**src/rtl/fifo_sync_param_pkg.sv**
```systemverilog
// Shared FIFO definitions: operation encoding and the pointer wrap helper.
package bus_definitions;

    typedef enum logic [1:0] {
        IDLE          = 2'b00,
        INSERT        = 2'b01,
        REMOVE        = 2'b10,
        INSERT_REMOVE = 2'b11
    } fifo_op_t;

    // Wraps explicitly at depth-1 so non-power-of-two depths work.
    function automatic int unsigned next_ptr(input int unsigned ptr, input int unsigned depth);
        return (ptr >= depth - 1) ? 32'd0 : ptr + 32'd1;
    endfunction

endpackage

```
**src/rtl/fifo_sync_param_regfile.sv**
```systemverilog
// 1W/1R storage array for fifo_sync_param: synchronous write, asynchronous read, no reset.
module regfile_param #(
    parameter int WIDTH = 8,
    parameter int DEPTH = 16,
    localparam int AW   = $clog2(DEPTH)
) (
    input  logic             i_clk,
    input  logic             we,
    input  logic [AW-1:0]    waddr,
    input  logic [WIDTH-1:0] wdata,
    input  logic [AW-1:0]    raddr,
    output logic [WIDTH-1:0] rdata
);

    logic [WIDTH-1:0] mem [DEPTH];

    always_ff @(posedge i_clk) begin
        if (we) begin
            mem[waddr] <= wdata;
        end
    end

    assign rdata = mem[raddr];

endmodule

```
**src/rtl/fifo_sync_param.sv**
```systemverilog
// Parametrised single-clock FIFO with occupancy count and almost-full/empty flags.
// Optional sticky overflow/underflow outputs when FIFO_SYNC_ERR_FLAGS_EN is defined.
module fifo_sync_param
    import bus_definitions::*;
#(
    parameter int WIDTH    = 8,
    parameter int DEPTH    = 16,
    parameter int AFULL_TH = 14,
    parameter int AEMPT_TH = 2,
    localparam int CW      = $clog2(DEPTH + 1),
    localparam int AW      = $clog2(DEPTH)
) (
    input  logic             i_clk,
    input  logic             i_reset_fifo,
    input  logic             i_push,
    input  logic             i_pop,
    input  logic [WIDTH-1:0] i_data_in,
    output logic [WIDTH-1:0] o_data_out,
    output logic             o_pndng,
    output logic             o_full,
    output logic             o_afull,
    output logic             o_aempty,
    output logic [CW-1:0]    o_count
`ifdef FIFO_SYNC_ERR_FLAGS_EN
    ,
    output logic             o_ovf,
    output logic             o_udf
`endif
);

    fifo_op_t         op;
    logic             push_ok;
    logic             pop_ok;
    logic [AW-1:0]    wp_reg, wp_next;
    logic [AW-1:0]    rp_reg, rp_next;
    logic [CW-1:0]    count_reg, count_next;
    logic [WIDTH-1:0] data_out_reg;
    logic [WIDTH-1:0] rdata;
    logic             pndng_reg, full_reg, afull_reg, aempty_reg;

    // A pop frees a slot in the same edge, so push is accepted when full only alongside a pop.
    always_comb begin
        op      = fifo_op_t'({i_pop, i_push});
        push_ok = 1'b0;
        pop_ok  = 1'b0;
        case (op)
            INSERT:        push_ok = ~full_reg;
            REMOVE:        pop_ok  = pndng_reg;
            INSERT_REMOVE: begin
                push_ok = 1'b1;
                pop_ok  = pndng_reg;
            end
            default: ;
        endcase
    end

    always_comb begin
        wp_next    = push_ok ? AW'(next_ptr(32'(wp_reg), DEPTH)) : wp_reg;
        rp_next    = pop_ok  ? AW'(next_ptr(32'(rp_reg), DEPTH)) : rp_reg;
        count_next = count_reg + CW'(push_ok) - CW'(pop_ok);
    end

    regfile_param #(
        .WIDTH (WIDTH),
        .DEPTH (DEPTH)
    ) u_regfile (
        .i_clk (i_clk),
        .we    (push_ok),
        .waddr (wp_reg),
        .wdata (i_data_in),
        .raddr (rp_reg),
        .rdata (rdata)
    );

    // Flags decode from next-count so they line up with o_count every cycle.
    always_ff @(posedge i_clk or posedge i_reset_fifo) begin
        if (i_reset_fifo) begin
            wp_reg       <= '0;
            rp_reg       <= '0;
            count_reg    <= '0;
            data_out_reg <= '0;
            pndng_reg    <= 1'b0;
            full_reg     <= 1'b0;
            afull_reg    <= (AFULL_TH == 0);
            aempty_reg   <= 1'b1;
        end else begin
            wp_reg     <= wp_next;
            rp_reg     <= rp_next;
            count_reg  <= count_next;
            pndng_reg  <= (count_next != '0);
            full_reg   <= (count_next == CW'(DEPTH));
            afull_reg  <= (count_next >= CW'(AFULL_TH));
            aempty_reg <= (count_next <= CW'(AEMPT_TH));
            if (pop_ok) begin
                data_out_reg <= rdata;
            end
        end
    end

`ifdef FIFO_SYNC_ERR_FLAGS_EN
    logic ovf_reg, udf_reg;

    always_ff @(posedge i_clk or posedge i_reset_fifo) begin
        if (i_reset_fifo) begin
            ovf_reg <= 1'b0;
            udf_reg <= 1'b0;
        end else begin
            ovf_reg <= ovf_reg | (i_push & ~push_ok);
            udf_reg <= udf_reg | (i_pop & ~pop_ok);
        end
    end

    assign o_ovf = ovf_reg;
    assign o_udf = udf_reg;
`endif

    assign o_data_out = data_out_reg;
    assign o_pndng    = pndng_reg;
    assign o_full     = full_reg;
    assign o_afull    = afull_reg;
    assign o_aempty   = aempty_reg;
    assign o_count    = count_reg;

endmodule
```
**config.mk**
```make
export PLATFORM = sky130hd
export DESIGN_NAME = fifo_sync_param
export DESIGN_NICKNAME = d
export VERILOG_FILES = /design/src/rtl/fifo_sync_param_pkg.sv /design/src/rtl/fifo_sync_param_regfile.sv /design/src/rtl/fifo_sync_param.sv
export SDC_FILE = /design/constraint.sdc
export NUM_CORES = 1
export LEC_CHECK = 0
export CAP_MARGIN = 40
export CORE_ASPECT_RATIO = 1.4
export CORE_MARGIN = 3
export CORE_UTILIZATION = 51
export DETAILED_ROUTE_END_ITERATION = 12
export PLACE_DENSITY_LB_ADDON = 0.2
export SETUP_SLACK_MARGIN = 0.05
export SYNTH_ARGS = -nofsm -noshare
export SYNTH_HDL_FRONTEND = slang
export SYNTH_SLANG_ARGS = --single-unit
```
**constraint.sdc**
```tcl
create_clock -name i_clk -period 2.9 [get_ports i_clk]
set_input_delay 0.58 -clock i_clk [delete_from_list [all_inputs] [get_ports i_clk]]
set_output_delay 0.58 -clock i_clk [all_outputs]
set_load 0.01 [all_outputs]
```
==> impl_metrics.env <==
export IMPL_rsz0062_at_grt="false"
export IMPL_largest_register_ffs=128
export IMPL_yosys_warnings=0
export IMPL_fillers=812
export IMPL_tightest_slew_ns=0.7165
export IMPL_fmax_mhz=368.6
export IMPL_io_buffers=28
export IMPL_synth_edf_count=128
export IMPL_max_cap_violations=0
export IMPL_die_area_um2=13410
export IMPL_avgSynthCellArea_um2=17.15
export IMPL_drive_above_1_share_pct=18.20
export IMPL_slew_headroom_pct=52.09
export IMPL_critPathRequiredTime_ns=3.18
export IMPL_drt_initial_drc_count=237
export IMPL_regArea_um2=4471
export IMPL_syn_cell_area_um2=6138
export IMPL_via_count=3326
export IMPL_drc_errors=0
export IMPL_hpwl_um=8043
export IMPL_critPathLaunch="i_pop"
export IMPL_async_reset_ff_share_pct=16.34
export IMPL_end_kind="register"
export IMPL_detail_route_wl_per_cell_um=22.17
export IMPL_path_clk_slew_ns=0.06
export IMPL_syn_num_nets=381
export IMPL_synth_distinct_cells=44
export IMPL_ios=29
export IMPL_cts_root_buffer="clkbuf_16"
export IMPL_yosysSeqAreaShare_pct=72.83
export IMPL_ys_ff_latch=153
export IMPL_grt_pass1_vias=3587
export IMPL_dp_cells=535
export IMPL_holdWs_ns=0.5151
export IMPL_min_path_type="primary input to asynchronous set/reset pin"
export IMPL_finalNonFillerCells=567
export IMPL_core_area_um2=11570
export IMPL_skew_ns=0.008848
export IMPL_numCtsBuffers=17
export IMPL_crit_path_start_kind="primary input"
export IMPL_r2r_setup_slack_ns=0.39
export IMPL_r2r_start="o_full"
export IMPL_peakVddDrop_mv=0.9520
export IMPL_place_gp_congestion=0.7988
export IMPL_power_density_nw_per_um2=1085
export IMPL_multi_input_area_um2=1524
export IMPL_cellLeakagePower_nw=2.588
export IMPL_start_util_pct=53.06
export IMPL_row_count=46
export IMPL_clockBufferDepth=2
export IMPL_crit_slowest_cell="or4_1"
export IMPL_die_x_um=98.72
export IMPL_pre_cts_slack_ns=-0.4481
export IMPL_n_antenna_cell=0
export IMPL_cts_htree_levels=4
export IMPL_finalCritPeriodShare_pct=93.55
export IMPL_slowest_delay_ns=0.48
export IMPL_syn2layout_area_growth_pct=19.30
export IMPL_critPathMaxFanout=2
export IMPL_period_minus_slack_ns=2.713
export IMPL_finalWirelength_um=12570
export IMPL_grt_pass1_wl_um=19910
export IMPL_drtPass1Iterations=5
export IMPL_largest_register="u_regfile.mem"
export IMPL_final_setup_viol_count=0
export IMPL_critical_path_cell_chain="clkdlybuf4s50_1, o21a_1, inv_1, ha_1, inv_1, ha_1, fa_2, a21o_1, a21oi_2, xnor2_1, or4_1"
export IMPL_synth_cells=358
export IMPL_status="finished clean"
export IMPL_grt_util_all_layers_pct=20.35
export IMPL_cts_sinks=153
export IMPL_gr_total_overflow=0
export IMPL_timing_final_ws_setup_ns=0.1871
export IMPL_crit_arrival_ns=2.99
export IMPL_insertion_delay_ns=0.41
export IMPL_antenna_found_initial=0
export IMPL_setup_tns_ns=0
export IMPL_ctsHoldBuffers=0
export IMPL_slew_viol_final=0
export IMPL_die_h_um=135.8
export IMPL_final_net_count=433
export IMPL_detail_route_antenna_nets=0
export IMPL_viasPerCell=5.866
export IMPL_hold_viol=0
export IMPL_path_class="primary input to register"
export IMPL_synth_top_flop_cell="edfxtp_1"
export IMPL_grt_max_degree=34
export IMPL_cts_tree="done"
-- logic make-up (layout without fill, tap and decap cells) --
family,count (synthesis),in the layout,share of synthesized area (%)
xor+xnor,6,6,0.8561
compound gates,55,55,5.830
mux,48,48,11.11
simple gates,51,51,4.219
buf+inv,34,99,2.793
flops,153,153,72.83
fa+ha+maj,11,11,2.364
-- placed cells by master, fill, tap and decap left out, types with 2 or more instances in the layout --
cell type	synthesis	final
nor2_1	12	12
nand2_1	11	11
a21o_1	2	2
a221oi_1	7	7
mux4_2	16	16
mux2i_1	31	31
nor4_1	4	4
clkbuf_16	0	19
dfrtp_1	24	24
clkdlybuf4s50_1	0	28
xnor2_1	5	5
buf_4	5	23
nor3b_1	2	2
a21oi_1	9	9
nand3_1	8	8
clkinvlp_4	0	4
edfxtp_1	128	128
and2_1	8	8
o21ai_0	11	11
ha_1	10	10
o22ai_1	7	7
bufinv_16	0	3
nor2b_1	2	2
clkinv_2	0	2
inv_1	16	16
o21ai_1	2	2
a31oi_1	7	7
clkbuf_1	7	2
-- Yosys cell counts (7+ instances only) --
| library cell | count | area share, % |
|---|---|---|
| nor2_1 | 12 | 0.73 |
| a31oi_1 | 7 | 0.71 |
| and2_1 | 8 | 0.82 |
| nand2_1 | 11 | 0.67 |
| edfxtp_1 | 128 | 63 |
| a221oi_1 | 7 | 1.0 |
| a21oi_1 | 9 | 0.73 |
| nand3_1 | 8 | 0.65 |
| mux2i_1 | 31 | 5.1 |
| o21ai_0 | 11 | 0.90 |
| mux4_2 | 16 | 5.9 |
| ha_1 | 10 | 2.0 |
| clkbuf_1 | 7 | 0.43 |
| o22ai_1 | 7 | 0.71 |
| inv_1 | 16 | 0.98 |
| dfrtp_1 | 24 | 9.8 |
-- per-layer routing --
metal	GRT usage (%)	vias up	share of wire, %
met5	0	-	0
met4	8.200	0	2.4
met1	25.65	1693	41
li1	-	1496	-
met2	34.31	121	52
met3	4.620	16	4.7
-- path summary, 6_finish.rpt --
| check | endpoint | depth (start not counted) |
|---|---|---|
| min in group i_clk | o_data_out[7] | 2 |
| max | o_pndng | 11 |
| max in group asynchronous | o_data_out[6] | 3 |
| min reg2reg | o_data_out[7] | 2 |
| min | o_data_out[5] | 2 |
| max reg2reg | o_pndng | 11 |
-- what timing repair did --
item | 4_1_cts | 5_1_grt
setup endpoints to repair | 1 | 3
setup buffers | 0 | 0
resized for setup | 1 | 4
-- stage by stage --
stage	cell area, um2	utilization, %	power (W)
global route	7323	63.30	0.008356
CTS	7297	63.08	0.007882
detailed placement	6660	57.57	0.005558
floorplan	6138	-	0.004606
global placement	6660	57.57	0.005468
finish	7323	63.30	0.007944
-- layout make-up --
cell class / count / share of cell area (%)
sequential: 153 / 61.05
multi-input combinational: 171 / 20.81
clock buffer: 22 / 6.783
timing repair buffer: 51 / 6.185
tap: 144 / 2.460
clock inverter: 10 / 1.896
inverter: 16 / 0.8201
-- report_power, final --
group | internal, W | switching [W] | leakage (nW)
Combinational | 0.00123 | 0.00138 | 0.844
Sequential | 0.00275 | 0.000279 | 1.45
Clock | 0.00148 | 0.000820 | 0.299
Total | 0.00546 | 0.00248 | 2.59
-- critical path: cells and delay by family --
family / cells / cell delay [ns]
adders and majority gates: 3 / 0.81
AOI/OAI and AO/OA: 3 / 0.47
xor gates and xnor gates: 1 / 0.10
and+or+nand+nor: 1 / 0.48
buffers and inverters: 3 / 0.56
No activity file was read; power rests on OpenSTA's default activity.
